**src/rtl/alu_share_arbiter.sv**
```systemverilog
// -----------------------------------------------------------------------------
// alu_share_arbiter
//
// Shares one multi-cycle ALU between NUM_REQ requesters. A round-robin pick
// in idle selects an owner, which then holds the ALU for a whole transaction:
// every operand beat up to operand_last, then every result beat up to
// result_last. Result beats are steered to the owner only. A result beat
// that arrives while no transaction is waiting for one is dropped and raises
// a sticky error flag.
//
// Ports
//   clk, rst                 clock (rising edge), async active-low reset
//   req_operand_valid/_last  per-requester operand beat handshake
//   req_op, req_a, req_b     per-requester operand fields, slice i = req i
//   req_ready                per-requester beat accept (owner only)
//   req_result_valid         per-requester result valid (owner only)
//   req_result(_last/_rst)   result data and flags, broadcast
//   alu_operand_*, alu_op,
//   alu_a, alu_b, alu_ready  operand port toward the ALU
//   alu_result_*             result port from the ALU
//   grant                    one-hot owner, zero when idle
//   busy                     transaction in progress
//   err_unexpected_result    sticky, cleared only by reset
// -----------------------------------------------------------------------------
module alu_share_arbiter #(
  parameter int NUM_REQ           = 4,
  parameter int OP_WIDTH          = 3,
  parameter int OPERAND_BUS_WIDTH = 8,
  parameter int RESULT_BUS_WIDTH  = 16
) (
  input  logic                                   clk,
  input  logic                                   rst,
  input  logic [NUM_REQ-1:0]                     req_operand_valid,
  input  logic [NUM_REQ*OP_WIDTH-1:0]            req_op,
  input  logic [NUM_REQ*OPERAND_BUS_WIDTH-1:0]   req_a,
  input  logic [NUM_REQ*OPERAND_BUS_WIDTH-1:0]   req_b,
  input  logic [NUM_REQ-1:0]                     req_operand_last,
  output logic [NUM_REQ-1:0]                     req_ready,
  output logic [NUM_REQ-1:0]                     req_result_valid,
  output logic [RESULT_BUS_WIDTH-1:0]            req_result,
  output logic                                   req_result_last,
  output logic                                   req_result_rst,
  output logic                                   alu_operand_valid,
  output logic                                   alu_operand_last,
  output logic [OP_WIDTH-1:0]                    alu_op,
  output logic [OPERAND_BUS_WIDTH-1:0]           alu_a,
  output logic [OPERAND_BUS_WIDTH-1:0]           alu_b,
  input  logic                                   alu_ready,
  input  logic                                   alu_result_valid,
  input  logic                                   alu_result_last,
  input  logic                                   alu_result_rst,
  input  logic [RESULT_BUS_WIDTH-1:0]            alu_result,
  output logic [NUM_REQ-1:0]                     grant,
  output logic                                   busy,
  output logic                                   err_unexpected_result
);

  localparam int IDX_W = (NUM_REQ > 1) ? $clog2(NUM_REQ) : 1;

  typedef enum logic [1:0] {
    S_IDLE = 2'd0,
    S_OPER = 2'd1,
    S_RES  = 2'd2
  } state_t;

  state_t               state_q, state_d;
  logic [NUM_REQ-1:0]   grant_q, grant_d;
  logic [IDX_W-1:0]     owner_q, owner_d;
  logic [IDX_W-1:0]     rr_ptr_q, rr_ptr_d;
  logic                 err_q, err_d;

  logic [IDX_W-1:0]     pick_idx_s;
  logic [IDX_W-1:0]     ptr_next_s;
  logic                 beat_accept_s;
  logic                 result_done_s;

  // First requesting index at or after ptr, wrapping modulo NUM_REQ.
  function automatic logic [IDX_W-1:0] rr_pick(
    input logic [NUM_REQ-1:0] valid_vec,
    input logic [IDX_W-1:0]   ptr
  );
    logic [IDX_W-1:0] sel;
    logic             found;
    int               idx;
    sel   = ptr;
    found = 1'b0;
    for (int k = 0; k < NUM_REQ; k++) begin
      idx = (int'(ptr) + k) % NUM_REQ;
      if (!found && valid_vec[idx]) begin
        sel   = IDX_W'(idx);
        found = 1'b1;
      end else begin
        found = found;
      end
    end
    return sel;
  endfunction

  assign pick_idx_s    = rr_pick(req_operand_valid, rr_ptr_q);
  assign ptr_next_s    = (owner_q == IDX_W'(NUM_REQ - 1)) ? {IDX_W{1'b0}}
                                                          : owner_q + {{(IDX_W-1){1'b0}}, 1'b1};
  assign beat_accept_s = alu_operand_valid && alu_ready;
  assign result_done_s = (state_q == S_RES) && alu_result_valid && alu_result_last;

  // Next-state, owner selection, pointer advance and error capture.
  always_comb begin
    state_d  = state_q;
    grant_d  = grant_q;
    owner_d  = owner_q;
    rr_ptr_d = rr_ptr_q;
    // A result beat is only legitimate while the owner awaits results.
    err_d    = err_q | (alu_result_valid && (state_q != S_RES));
    case (state_q)
      S_IDLE: begin
        if (|req_operand_valid) begin
          state_d = S_OPER;
          owner_d = pick_idx_s;
          grant_d = {{(NUM_REQ-1){1'b0}}, 1'b1} << pick_idx_s;
        end else begin
          grant_d = {NUM_REQ{1'b0}};
        end
      end
      S_OPER: begin
        // Ownership stays locked even if the owner drops valid.
        if (beat_accept_s && alu_operand_last) begin
          state_d = S_RES;
        end else begin
          state_d = S_OPER;
        end
      end
      S_RES: begin
        // result_last without result_valid is not a beat.
        if (result_done_s) begin
          state_d  = S_IDLE;
          grant_d  = {NUM_REQ{1'b0}};
          rr_ptr_d = ptr_next_s;
        end else begin
          state_d = S_RES;
        end
      end
      default: begin
        state_d = S_IDLE;
        grant_d = {NUM_REQ{1'b0}};
        owner_d = {IDX_W{1'b0}};
      end
    endcase
  end

  // State, owner, pointer and sticky error registers.
  always_ff @(posedge clk or negedge rst) begin
    if (!rst) begin
      state_q  <= S_IDLE;
      grant_q  <= {NUM_REQ{1'b0}};
      owner_q  <= {IDX_W{1'b0}};
      rr_ptr_q <= {IDX_W{1'b0}};
      err_q    <= 1'b0;
    end else begin
      state_q  <= state_d;
      grant_q  <= grant_d;
      owner_q  <= owner_d;
      rr_ptr_q <= rr_ptr_d;
      err_q    <= err_d;
    end
  end

  // Zero-latency operand/result steering, gated by state so that every
  // steered output collapses to zero as soon as the state register resets.
  always_comb begin
    req_ready         = {NUM_REQ{1'b0}};
    req_result_valid  = {NUM_REQ{1'b0}};
    req_result        = {RESULT_BUS_WIDTH{1'b0}};
    req_result_last   = 1'b0;
    req_result_rst    = 1'b0;
    alu_operand_valid = 1'b0;
    alu_operand_last  = 1'b0;
    alu_op            = {OP_WIDTH{1'b0}};
    alu_a             = {OPERAND_BUS_WIDTH{1'b0}};
    alu_b             = {OPERAND_BUS_WIDTH{1'b0}};
    case (state_q)
      S_OPER: begin
        alu_operand_valid = req_operand_valid[owner_q];
        alu_operand_last  = req_operand_last[owner_q];
        alu_op            = req_op[owner_q*OP_WIDTH +: OP_WIDTH];
        alu_a             = req_a[owner_q*OPERAND_BUS_WIDTH +: OPERAND_BUS_WIDTH];
        alu_b             = req_b[owner_q*OPERAND_BUS_WIDTH +: OPERAND_BUS_WIDTH];
        req_ready         = grant_q & {NUM_REQ{alu_ready}};
      end
      S_RES: begin
        req_result_valid  = grant_q & {NUM_REQ{alu_result_valid}};
        req_result        = alu_result;
        req_result_last   = alu_result_last;
        req_result_rst    = alu_result_rst;
      end
      default: begin
        req_ready         = {NUM_REQ{1'b0}};
        req_result_valid  = {NUM_REQ{1'b0}};
      end
    endcase
  end

  assign grant                 = grant_q;
  assign busy                  = (state_q != S_IDLE);
  assign err_unexpected_result = err_q;

endmodule

```
**config.mk**
```make
export PLATFORM = sky130hd
export DESIGN_NAME = alu_share_arbiter
export DESIGN_NICKNAME = d
export VERILOG_FILES = /design/src/rtl/alu_share_arbiter.sv
export SDC_FILE = /design/constraint.sdc
export NUM_CORES = 1
export LEC_CHECK = 0
export ABC_AREA = 1
export BUFFER_PORTS_ARGS = -buffer_cell sky130_fd_sc_hd__buf_4
export CAP_MARGIN = 20
export CORE_UTILIZATION = 40
export CTS_BUF_LIST = sky130_fd_sc_hd__clkbuf_2
export DETAILED_ROUTE_END_ITERATION = 16
export HOLD_SLACK_MARGIN = 0.05
export PLACE_DENSITY = 0.84
export SYNTH_ARGS = -nofsm -noshare
export SYNTH_HDL_FRONTEND = slang
export SYNTH_SLANG_ARGS = --single-unit
```
**constraint.sdc**
```tcl
create_clock -name clk -period 1.7 [get_ports clk]
set_input_delay 0.17 -clock clk [delete_from_list [all_inputs] [get_ports clk]]
set_output_delay 0.17 -clock clk [all_outputs]
set_load 0.05 [all_outputs]
```
== After elaboration in Yosys (flattened, before gate mapping) ==
Cells that the tools add are included.
Storage, ports and cells
  word-level logic and storage cells: 95
  bits of input ports: 106
  memories kept: 0
  bits in latches: 0
  ROM bits: 0
  memory bits (writable): 0
  bits in registers: 11
  output and inout port bits: 53
Operators by class
  $lt $le $gt $ge: 5
  $mul: 1
  multiplexer cells: 41
  reduce and logical (&&, ||, !) cells: 21
  $add $sub $neg: 4
  bitwise operators: 8
  shifts and indexed selects: 4
  equality and inequality tests: 6
  divide/modulo/power cells: 0
Operator list (count)
  variable part select 32 x 6 -> 8 bit: 2
  two-way mux 1 bit: 16
  two-way mux 16 bit: 1
  two-way mux 2 bit: 8
  two-way mux 4 bit: 4
  two-way mux 8 bit: 2
  binary-select mux 1 bit (select 2 bit): 6
  < comparator 3 x 4 -> 1 bit (second input constant): 3
  one-hot mux 4 bit (3 select lines): 1
  variable part select 12 x 5 -> 3 bit: 1
  bitwise AND 4 bit: 2
  logical AND 1 bit: 8
  OR reduction 2 bit: 4
  < comparator 2 x 3 -> 1 bit (second input constant): 2
  != test 2 bit (second input constant): 3
  one-hot mux 2 bit (3 select lines): 1
  AND reduction 2 bit: 3
  adder 2 x 1 -> 2 bit (second input constant): 2
  adder 2 bit (second input constant): 2
  == test 2 bit (second input constant): 2
  multiplier 2 x 2 -> 4 bit (second input constant): 1
  one-hot mux 2 bit (2 select lines): 1
  OR reduction 4 bit: 1
  left shift 1 x 2 -> 4 bit (first input constant): 1
  other kinds (8): 13

== Depth between registers and ports, before layout ==
Gate-level depths: netlist (run 1).
  depth in word-level cells: 17
  depth in mapped cells: 14
  depth with buffers taken out: 13

== Worst setup path after synthesis (run 1) ==
Ideal clock, no wire load.
  path kind: register -> register
  start point: reg owner_q[0]
  end point: reg state_q[0]
  cell stages (with the launch flop): 9
  period minus slack after synthesis: 2.041 ns
  data arrival time: 1.920 ns
  buffers on the path: 1
  data required time: 1.579 ns
  setup slack: -0.341 ns
  setup time: 0.121 ns
  cell sequence: dfrtp_1 > buf_2 > nor2_1 > nor2_1 > o21ai_0 > a21oi_1 > nand3b_1 > a21oi_1 > o21ai_1
Between the ends
  elaborated cells on any way between the ends: 10
  those cells by class: mux: 8; reduce/logical: 2
RTL lines
  start: declaration: RTL line 68  | logic [IDX_W-1:0] owner_q, owner_d;
  start signal: assignment: RTL line 154  | owner_q <= {IDX_W{1'b0}};
  start signal: assignment: RTL line 160  | owner_q <= owner_d;
  binary-select mux 1 bit (select 2 bit): RTL line 182  | alu_operand_last = req_operand_last[owner_q];
  two-way mux 1 bit (implied by the code): RTL line 182
  two-way mux 1 bit: RTL line 179  | case (state_q)
  via alu_operand_last: RTL line 44  | output logic alu_operand_last,
  logical AND 1 bit: RTL line 125  | if (beat_accept_s && alu_operand_last) begin
  two-way mux 2 bit: RTL line 125
  one-hot mux 2 bit (3 select lines): RTL line 113  | case (state_q)
  end signal: assignment: RTL line 158  | state_q <= state_d;
  end: declaration: RTL line 66  | state_t state_q, state_d;
The timed path passes the listed nets, and every way through them passes these cells. The select of a mux whose other input is x is not followed.
A chain may end at the register's enable or synchronous reset.

== Worst setup path in the final report (run 1) ==
  start point: reg owner_q[0]
  end point: out alu_operand_valid
Between the ends
  longest elaborated chain between the ends: 3
RTL lines
  binary-select mux 1 bit (select 2 bit): RTL line 181  | alu_operand_valid = req_operand_valid[owner_q];
  two-way mux 1 bit (implied by the code): RTL line 181
  two-way mux 1 bit: RTL line 179
  end: declaration: RTL line 43  | output logic alu_operand_valid,
No other way between the ends. The select of a mux whose other input is x is not followed.

==> results.cfg, run 1 <==
[run_status]
status = complete, but fails checks
violations = setup timing

[grt]
grt_pass1_vias = 2673
grt-ovfl-total = 0
antenna_found_initial = 0
grt_max_degree = 25
grt_pass1_wl_microns = 11400
grtUsageTotal_pct = 28.6

[route]
drtPass1Iterations = 4
wl_per_cell_microns = 12.9
ant_nets = 0
vias = 2936
drt_iter0_drc = 139
vias_per_cell = 4.99
drt_wl_total_microns = 7580
drc = 0

[sta]
relSlewSlack_pct = 81.0
fin_tns_setup_ns = -0.295
slew_viol_final = 0
finalHoldViolations = 0
worst_slew_pin_slew_ns = 0.283
whs_ns = 0.216
worst_slack_ns = -0.107
skew_ns = 0.00125
setup_viol = 7
fin_crit_ns = 1.81
grt_setup_unrepaired = true
finalCritPeriodShare_pct = 106
clock.fmax_mhz = 553

[finish]
multi_input_area_sq_um = 1470
final_core_util_pct = 83.0
drive_above_1_share_pct = 49.6
nNetsFinal = 648
diodes = 0
syn2layout_area_growth_pct = 99.0
regArea_sq_um = 280
nFillCells = 307
fin_area_sq_um = 3620

[cts]
ctsRootBufferMaster = clkbuf_2
clock_sinks = 11
clock_path_buffers = 2
insertion_delay_ns = 0.28
numCtsBuffers = 3
htreeDepth = 1
cts.clk_slew.worst_paths_ns = 0.12
tritoncts = yes

[worst_setup_path]
crit_buf_inv = 3
critical_path.slowest_cell = dfrtp_2
critPathTopFamily = flip-flops
crit_required_ns = 1.53
worstPathArrival_ns = 1.64
crit_chain = buf_6, nand2_2, a32oi_2, inv_1, nor2_2, buf_6
setup.worst_path.end_class = output port
critPathLaunchType = register
max_stage_delay_ns = 0.49
critPathKind = register to output port
critical_path.most_common_cell = buf_6
crit_fanout = 12

[power]
power_mw = 6.66
power_density_nw_per_um2 = 1840
power.leakage_nw = 2.03
ir_drop_v = 0.00146

[worst_hold_path]
holdCritPathClass = primary input to register

[run]
max_cap_violations = 0

[floorplanning]
rows = 24
die_w_microns = 69.4
start_util_pct = 41.7
die-height_microns = 69.4
core_area_sq_um = 4350
die_area_sq_um = 4820
ioPinCount = 159

[synthesis]
synthDistinctLibCells = 24
ys_ff_latch = 11
mappedNetlistArea_sq_um = 1820
synth_cells = 360
syn_nets = 471
avgSynthCellArea_sq_um = 5.05
seq_area_frac_synth_pct = 15.2
yosysWarnings = 0

[placed_design]
placed_area_sq_um = 3220
io_buffers = 158
place_hpwl_microns = 5660
place.gp.congestion = 0.847
-- what timing repair did --
| item | CTS | global route |
|---|---|---|
| setup endpoints to repair | 26 | 40 |
| setup buffers | 5 | 8 |
| resized for setup | 32 | 77 |
| pin swaps | 2 | 4 |
| gates cloned | 2 | 0 |
| hold buffers | 1 | 0 |
| endpoints found under the hold margin | 11 | 0 |
-- layer usage --
metal / part of all wire, % / GRT usage, %
met5: 0 / 0
met4: 2.7 / 10.4
met3: 7.7 / 6.10
met2: 52 / 54.8
met1: 37 / 30.3
-- worst paths after layout --
| kind | endpoint | depth (start not counted) | slack, ns | startpoint |
|---|---|---|---|---|
| min in group asynchronous | err_unexpected_result | 2 | 0.25 | rst |
| worst max register to register | state_q[0] | 9 | 0.04 | owner_q[0] |
| worst max-delay path | alu_operand_valid | 6 | -0.11 | owner_q[0] |
| worst min register to register | err_unexpected_result | 1 | 0.49 | err_unexpected_result |
| worst min-delay path | err_unexpected_result | 3 | 0.22 | alu_result_valid |
| max in group asynchronous | owner_q[0] | 2 | 1.29 | rst |
-- Yosys cell counts, drive strengths merged --
master	n	area, sq um
o31ai	1	7.51
nand2	100	403
nor2	95	362
o21ai	44	220
inv	44	165
nand3	15	95.1
a32oi	1	8.76
a21oi	22	110
ha	5	62.6
o21bai	1	7.51
nand3b	1	7.51
nor4	1	6.26
buf	11	56.3
dfrtp	11	275
clkbuf	8	30.0
-- through the flow --
step	std cells	worst slack [ns]
2_1_floorplan	360	-0.259
5_1_grt	588	-0.191
6_report	588	-0.107
3_3_place_gp	568	0.0991
3_5_place_dp	568	0.0653
4_1_cts	580	-0.0735
-- flip-flops by register name (all words and copies together), names as in the netlist --
signal,count
state_q,2
grant,4
rr_ptr_q,2
owner_q,2
err_unexpected_result,1
-- tightest hold or removal path: stages --
cell	delay [ns]
buf_4	0.10
inv_1	0.07
o21bai_1	0.13
-- power by group --
part	internal [mW]	switching, mW	leakage (nW)
combinational	2.26	3.75	1.88
clock	0.0623	0.101	0.0166
sequential	0.357	0.133	0.133
total	2.68	3.98	2.03
-- cell families (layout without fill, tap and decap cells) --
family / after synthesis / count (layout) / share of synthesized area [%]
AND/OR/NAND/NOR: 212 / 212 / 48.1
adder cells (fa/ha/maj): 5 / 5 / 3.44
flip-flops: 11 / 11 / 15.2
AO/OA/AOI/OAI: 69 / 69 / 19.5
buffers and inverters: 63 / 239 / 13.8
-- final cells by class --
cell class,instances,area share (%)
Clock buffer,4,0.554
Multi-Input combinational cell,286,40.6
Timing Repair Buffer,191,44.1
Tap cell,52,1.80
Inverter,44,5.16
Sequential cell,11,7.75
-- cell usage in the layout, fill, tap and decap left out, types with 2 or more instances in the layout --
cell and instances:
inv_4 3, a21oi_1 4, clkbuf_2 4, nor2_4 2, nand3_2 5, nand2_4 3, buf_4 160, ha_4 2
a21oi_2 18, o21ai_0 6, nand2_1 86, nand3_1 10, inv_1 32, buf_6 25, o21ai_2 5, dfrtp_2 4
ha_1 3, buf_12 3, inv_2 6, nor2_1 84, o21ai_1 33, nand2_2 11, nor2_2 9, dfrtp_1 7
No activity file was read; power rests on OpenSTA's default activity.
==> inputs of run 2 (changes only) <==
- BUFFER_PORTS_ARGS: -buffer_cell sky130_fd_sc_hd__buf_4 -> default
- CORE_AREA: default -> 2 2 61 63
- CORE_UTILIZATION: 40 -> default
- DIE_AREA: default -> 0 0 63 65
- DONT_BUFFER_PORTS: default -> 1
- PLACE_DENSITY: 0.84 -> 0.68
==> run 2 against run 1 <==
Effect of this change: the run now fails in 5_1_grt; synthesized cell count stayed put; area after synthesis did not move.
==> results.cfg, run 2 <==
[run_status]
status = aborted with a tool error
haltStage = 5_1_grt
first-error = [ERROR GRT-0232] Routing congestion too high. Check the congestion heatmap in the GUI.

[placed_design]
place_hpwl_microns = 4940
io_buffers = 0
place.gp.congestion = 0.868

[synthesis]
syn_nets = 471
ys_ff_latch = 11
yosysTopAreaCell = nor2_1
avgSynthCellArea_sq_um = 5.05
synth_ff_type = dfrtp_1
synthDistinctLibCells = 24
synthTopCellsByArea = nor2_1 (19%), nand2_1 (19%), dfrtp_1 (15%), o21ai_0 (12%), inv_1 (7.9%)
synthArstFlopShare_pct = 100
muxShareOfSynthArea_pct = 0
synth_xor_area_share_pct = 0
synthAdderAreaFrac_pct = 3.44
synth_top_family_by_area = simple AND/OR/NAND/NOR gates
synth_cells = 360
synthTopCellsByCount = nor2_1 (93), nand2_1 (91), o21ai_0 (42)
synth_compound_area_share_pct = 19.5
mappedNetlistArea_sq_um = 1820
yosys.area_share.simple_pct = 48.1
yosysWarnings = 0
yosysMostFrequentCell = nor2_1
seq_area_frac_synth_pct = 15.2
synth_top_area_share_pct = 19.2
synth_edf_count = 0

[sta]
worst_endpoint_kind = primary output
worst_endpoint = alu_a[4]

[grt]
grtUsageTotal_pct = 76.0
grt_max_degree = 20
grt-ovfl-total = 71

[cts]
ctsRootBufferMaster = clkbuf_2
numCtsBuffers = 3
clock_sinks = 11
clock_path_buffers = 2
htreeDepth = 1

[floorplanning]
die-height_microns = 65
rows = 22
start_util_pct = 52.0
die_w_microns = 63
ioPinCount = 159
-- run 2: cell counts after synthesis --
No cell type changed its count.
-- run 2: metrics by stage --
step	hold slack [ns]	setup WS (ns)	instance area [sq um]	utilization [%]	std cells
after floorplan	-0.126	-0.259	1910	-	360
after global placement	-0.125	0.135	2730	78.1	454
after detailed placement	-0.125	0.0619	2730	78.1	454
after CTS	0.128	-0.00980	3090	88.3	477
-- run 2: what timing repair did --
item,CTS
gates resized for setup,57
pin swaps,15
endpoints found under the hold margin,12
setup buffers,12
hold buffers,2
cloned,5
setup endpoints to repair,25
-- run 2: logic make-up after synthesis --
kind of cell	Yosys count
buf+inv	63
simple gates	212
fa+ha+maj	5
compound gates	69
flops	11
-- run 2: metal layers --
metal / GRT overflow / global-route usage [%]
met3: 0 / 47.2
met1: 1 / 69.1
met2: 50 / 105
met5: 0 / 0
met4: 20 / 94.7
==> inputs of run 3 (changes only) <==
- CORE_AREA: 2 2 61 63 -> default
- CORE_UTILIZATION: default -> 40
- CTS_BUF_LIST: sky130_fd_sc_hd__clkbuf_2 -> default
- DIE_AREA: 0 0 63 65 -> default
- HOLD_SLACK_MARGIN: 0.05 -> default
- PLACE_DENSITY: 0.68 -> default
- PLACE_DENSITY_LB_ADDON: default -> 0.15
==> run 3 against run 2 <==
Effect of this change: the run now ends clean.
==> results.cfg, run 3 (synthesis results as in run 1) <==
[worst_setup_path]
crit_chain = inv_2, clkbuf_16, o21ai_0, a21oi_2, buf_4
setup.worst_path.end_class = output port
max_stage_delay_ns = 0.44
critPathLaunchType = register
r2r-start = state_q[0]
critical_path.slowest_cell = dfrtp_2
r2r-end = grant[2]
worstPathArrival_ns = 1.52
crit_fanout = 19
critPathKind = register to output port
crit_required_ns = 1.53
r2r_slack_ns = 0.09
rr_worst_depth = 12

[grt]
grt_max_degree = 39
grtUsageTotal_pct = 24.0
grt-ovfl-total = 0
grt_pass1_wl_microns = 9690
grt_pass1_vias = 2242
antenna_found_initial = 0

[finish]
largest_register_ffs = 4
layout_commonest_cell = nand2_1
nNetsFinal = 539
diodes = 0
fin_area_sq_um = 3200
syn2layout_area_growth_pct = 76.0
regArea_sq_um = 280
drive_above_1_share_pct = 34.7
nFillCells = 340
multi_input_area_sq_um = 1440
layout_common_cells = nand2_1 (86), nor2_1 (85), buf_12 (40), inv_1 (33), buf_4 (29)

[floorplanning]
die_area_sq_um = 4820
die_w_microns = 69.4
rows = 24
core_area_sq_um = 4350
ioPinCount = 159
start_util_pct = 41.7
die-height_microns = 69.4

[sta]
worst_slew_pin_slew_ns = 0.519
relSlewSlack_pct = 65.3
setup_viol = 0
skew_ns = 0.000642
clock.fmax_mhz = 591
fin_tns_setup_ns = 0
grt_setup_unrepaired = true
finalCritPeriodShare_pct = 99.6
finalHoldViolations = 0
fin_crit_ns = 1.69
slew_viol_final = 0

[worst_hold_path]
hold-path-endpoint = err_unexpected_result
holdCritPathClass = primary input to register
hold_depth = 2
holdCritStartpoint = alu_result_valid

[cts]
insertion_delay_ns = 0.24
clock_path_buffers = 2
numCtsBuffers = 3
htreeDepth = 1
ctsRootBufferMaster = clkbuf_8
clock_sinks = 11
tritoncts = yes
cts.clk_slew.worst_paths_ns = 0.05

[route]
drt_wl_total_microns = 6280
drc = 0
vias_per_cell = 5.08
ant_nets = 0
wl_per_cell_microns = 13.1
drtPass1Iterations = 4
vias = 2435
drt_iter0_drc = 72

[placed_design]
placed_area_sq_um = 2930
place_hpwl_microns = 4800
io_buffers = 0
place.gp.congestion = 0.807

[run_status]
status = completed

[power]
power_density_nw_per_um2 = 2220
ir_drop_v = 0.00187
power.leakage_nw = 1.61

[run]
max_cap_violations = 0
[run 3: worst max-delay path by stage]
stage	slack [ns]	cells after the start	end	start
after floorplan	-0.26	6	alu_b[7]	owner_q[0]
after global routing	-0.09	6	alu_op[2]	owner_q[1]
after CTS	0.002	6	alu_b[7]	state_q[1]
final	0.007	5	alu_b[0]	owner_q[0]
after global placement	0.13	12	grant[0]	rr_ptr_q[1]
after detailed placement	0.09	12	grant[1]	rr_ptr_q[1]
[run 3: where the power goes]
part	internal, mW	switching (mW)	total (mW)
Combinational	2.62	3.75	6.37
Clock	0.165	0.103	0.268
Sequential	0.359	0.102	0.461
Total	3.14	3.96	7.10
[run 3: layout make-up]
type	count	share of cell area [%]
multi-input combinational	286	45.0
timing repair buffer	82	37.3
tap	52	2.04
clock buffer	4	1.41
sequential	11	8.77
inverter	44	5.52
[run 3: routing by layer]
layer	vias to the layer above	track usage (%)	part of all wire (%)
li1	1250	-	-
met1	1081	26.6	38
met2	95	45.7	54
met3	9	6.69	6.6
met4	0	4.08	1.2
met5	-	0	0
[run 3: timing repair]
action / CTS / global route
hold endpoints to repair: 11 / 0
hold buffers: 1 / 0
resized for setup: 16 / 47
pin swaps: 6 / 18
buffers inserted: 2 / 5
setup endpoints to repair: 25 / 34
cloned: 0 / 1
[run 3: metrics by stage]
stage               utilization [%]  worst slack, ns  instances  power (mW)  hold WS [ns]
detailed placement             67.4           0.0911        466        6.33        -0.125
CTS                            69.9          0.00191        473        6.75        0.0871
global placement               67.4            0.134        466        6.27        -0.125
finish                         73.4          0.00704        479        7.10         0.106
floorplan                         -           -0.259        360        4.06        -0.126
global route                   73.4          -0.0854        479        7.55         0.119
[run 3: worst max-delay path, delay by kind of cell (launching register included)]
family	cells	cell delay, ns
buffers and inverters	3	0.56
flip-flops	1	0.44
AO/OA/AOI/OAI	2	0.27
==> inputs of run 4 (changes only) <==
- CORE_MARGIN: default -> 3
- CTS_BUF_LIST: default -> sky130_fd_sc_hd__clkbuf_2
==> run 4 against run 3 <==
Effect of this change: the run now ends with setup timing left; largest power group unchanged; sequential cell count stayed put; die area is 12% higher; clock skew is 0.0045 ns higher; critical endpoint is now alu_b[5]; total power is 0.23% lower.
==> results.cfg, run 4 (synthesis results as in run 1) <==
[run_status]
status = complete, but fails checks
violations = setup timing

[worst_hold_path]
holdCritPathClass = primary input to register

[worst_setup_path]
crit_fanout = 12
critPathLaunchType = register
critPathKind = register to output port
crit_end = alu_b[5]
worstPathArrival_ns = 1.55
r2r-end = grant[2]
rr_worst_depth = 11
crit_required_ns = 1.53
r2r-start = state_q[1]
r2r_slack_ns = 0.06
setup.worst_path.end_class = output port
crit_path_start = owner_q[0]

[floorplanning]
die_w_microns = 73.4
start_util_pct = 43.2
core_area_sq_um = 4200
rows = 23
die_area_sq_um = 5390
ioPinCount = 159
die-height_microns = 73.4

[grt]
grtUsageTotal_pct = 22.9
grt_pass1_wl_microns = 10100
antenna_found_initial = 0
grt_max_degree = 31
grt_pass1_vias = 2285
grt-ovfl-total = 0

[cts]
numCtsBuffers = 3
htreeDepth = 1
clock_path_buffers = 2
ctsRootBufferMaster = clkbuf_2
clock_sinks = 11
cts.clk_slew.worst_paths_ns = 0.12
tritoncts = yes
insertion_delay_ns = 0.28

[run]
max_cap_violations = 0

[power]
power.leakage_nw = 1.71
power_density_nw_per_um2 = 2080
ir_drop_v = 0.00143

[route]
wl_per_cell_microns = 15.3
drtPass1Iterations = 5
ant_nets = 0
drt_iter0_drc = 93
maxUsedRoutingLayer = met4
drt_wl_total_microns = 7460
vias_per_cell = 5.43
wl_met3_microns = 602
drc = 0
vias = 2646
route.met2.wl_microns = 4120
wl_met1_microns = 2680

[finish]
nNetsFinal = 549
drive_above_1_share_pct = 47.8
largest_register_ffs = 4
layout_commonest_cell = nor2_1
layout_common_cells = nor2_1 (73), nand2_1 (67), o21ai_1 (35), buf_12 (29)
syn2layout_area_growth_pct = 87.7
diodes = 0

[sta]
setup_viol = 5
finalCritPeriodShare_pct = 101
worst_slew_pin_slew_ns = 0.517
grt_setup_unrepaired = true
relSlewSlack_pct = 65.4
slew_viol_final = 0
finalHoldViolations = 0
skew_ns = 0.00519
fin_crit_ns = 1.72
whs_ns = 0.0546
worst_slack_ns = -0.0204
clock.fmax_mhz = 581

[placed_design]
dp_slack_ns = 0.0842
io_buffers = 0
place_hpwl_microns = 5130
place.gp.congestion = 0.771
run 4: layout make-up:
cell class / count / area, sq um
inverter: 44 / 191
fill: 281 / 792
multi-input combinational: 286 / 1610
timing repair inverter: 1 / 6.26
tap: 50 / 62.6
sequential: 11 / 279
timing repair buffer: 91 / 1240
clock buffer: 4 / 20.0
run 4: repair_timing:
action                                  CTS  global route
gates cloned                              2             4
endpoints found under the hold margin    11             0
pin swaps                                 3            29
buffers inserted                          5             9
endpoints found under the setup margin   34            52
hold buffers                              1             0
resized for setup                        56           121
run 4: through the flow:
| stage | setup TNS (ns) | util, % | area [sq um] | total power [mW] | std cells |
|---|---|---|---|---|---|
| 2_1_floorplan | -0.675 | - | 1910 | 4.06 | 360 |
| 3_3_place_gp | 0 | 64.9 | 2730 | 5.46 | 462 |
| 3_5_place_dp | 0 | 64.9 | 2730 | 5.54 | 462 |
| 4_1_cts | -0.117 | 71.2 | 2990 | 6.34 | 474 |
| 5_1_grt | -1.26 | 81.1 | 3410 | 7.54 | 487 |
| 6_report | -0.0701 | 81.1 | 3410 | 7.08 | 487 |
run 4: power by group:
part | internal, mW | leakage, nW | switching, mW
clock | 0.0624 | 0.0166 | 0.0981
sequential | 0.355 | 0.134 | 0.100
combinational | 2.54 | 1.56 | 3.92
run 4: critical path, cell delays in order (launching register included):
cell	delay (ns)
dfrtp_2	0.39
buf_12	0.15
clkbuf_16	0.16
nor2_1	0.05
nor2_1	0.07
o21ai_0	0.11
a21oi_2	0.17
buf_6	0.17
run 4: worst min path at each step:
stage	from	to	slack, ns	cells after the start
after detailed placement	rst	grant[0]	-0.13	0
final	alu_result_valid	err_unexpected_result	0.05	2
after CTS	alu_result_valid	err_unexpected_result	0.02	2
after floorplan	rst	err_unexpected_result	-0.13	0
after global routing	alu_result_valid	err_unexpected_result	0.03	2
after global placement	rst	grant[0]	-0.13	0
run 4: metal layers:
| layer | up-vias | global-route usage, % |
|---|---|---|
| met4 | 0 | 5.03 |
| met5 | - | 0 |
| li1 | 1278 | - |
| met1 | 1218 | 26.2 |
| met2 | 140 | 41.9 |
| met3 | 10 | 6.29 |
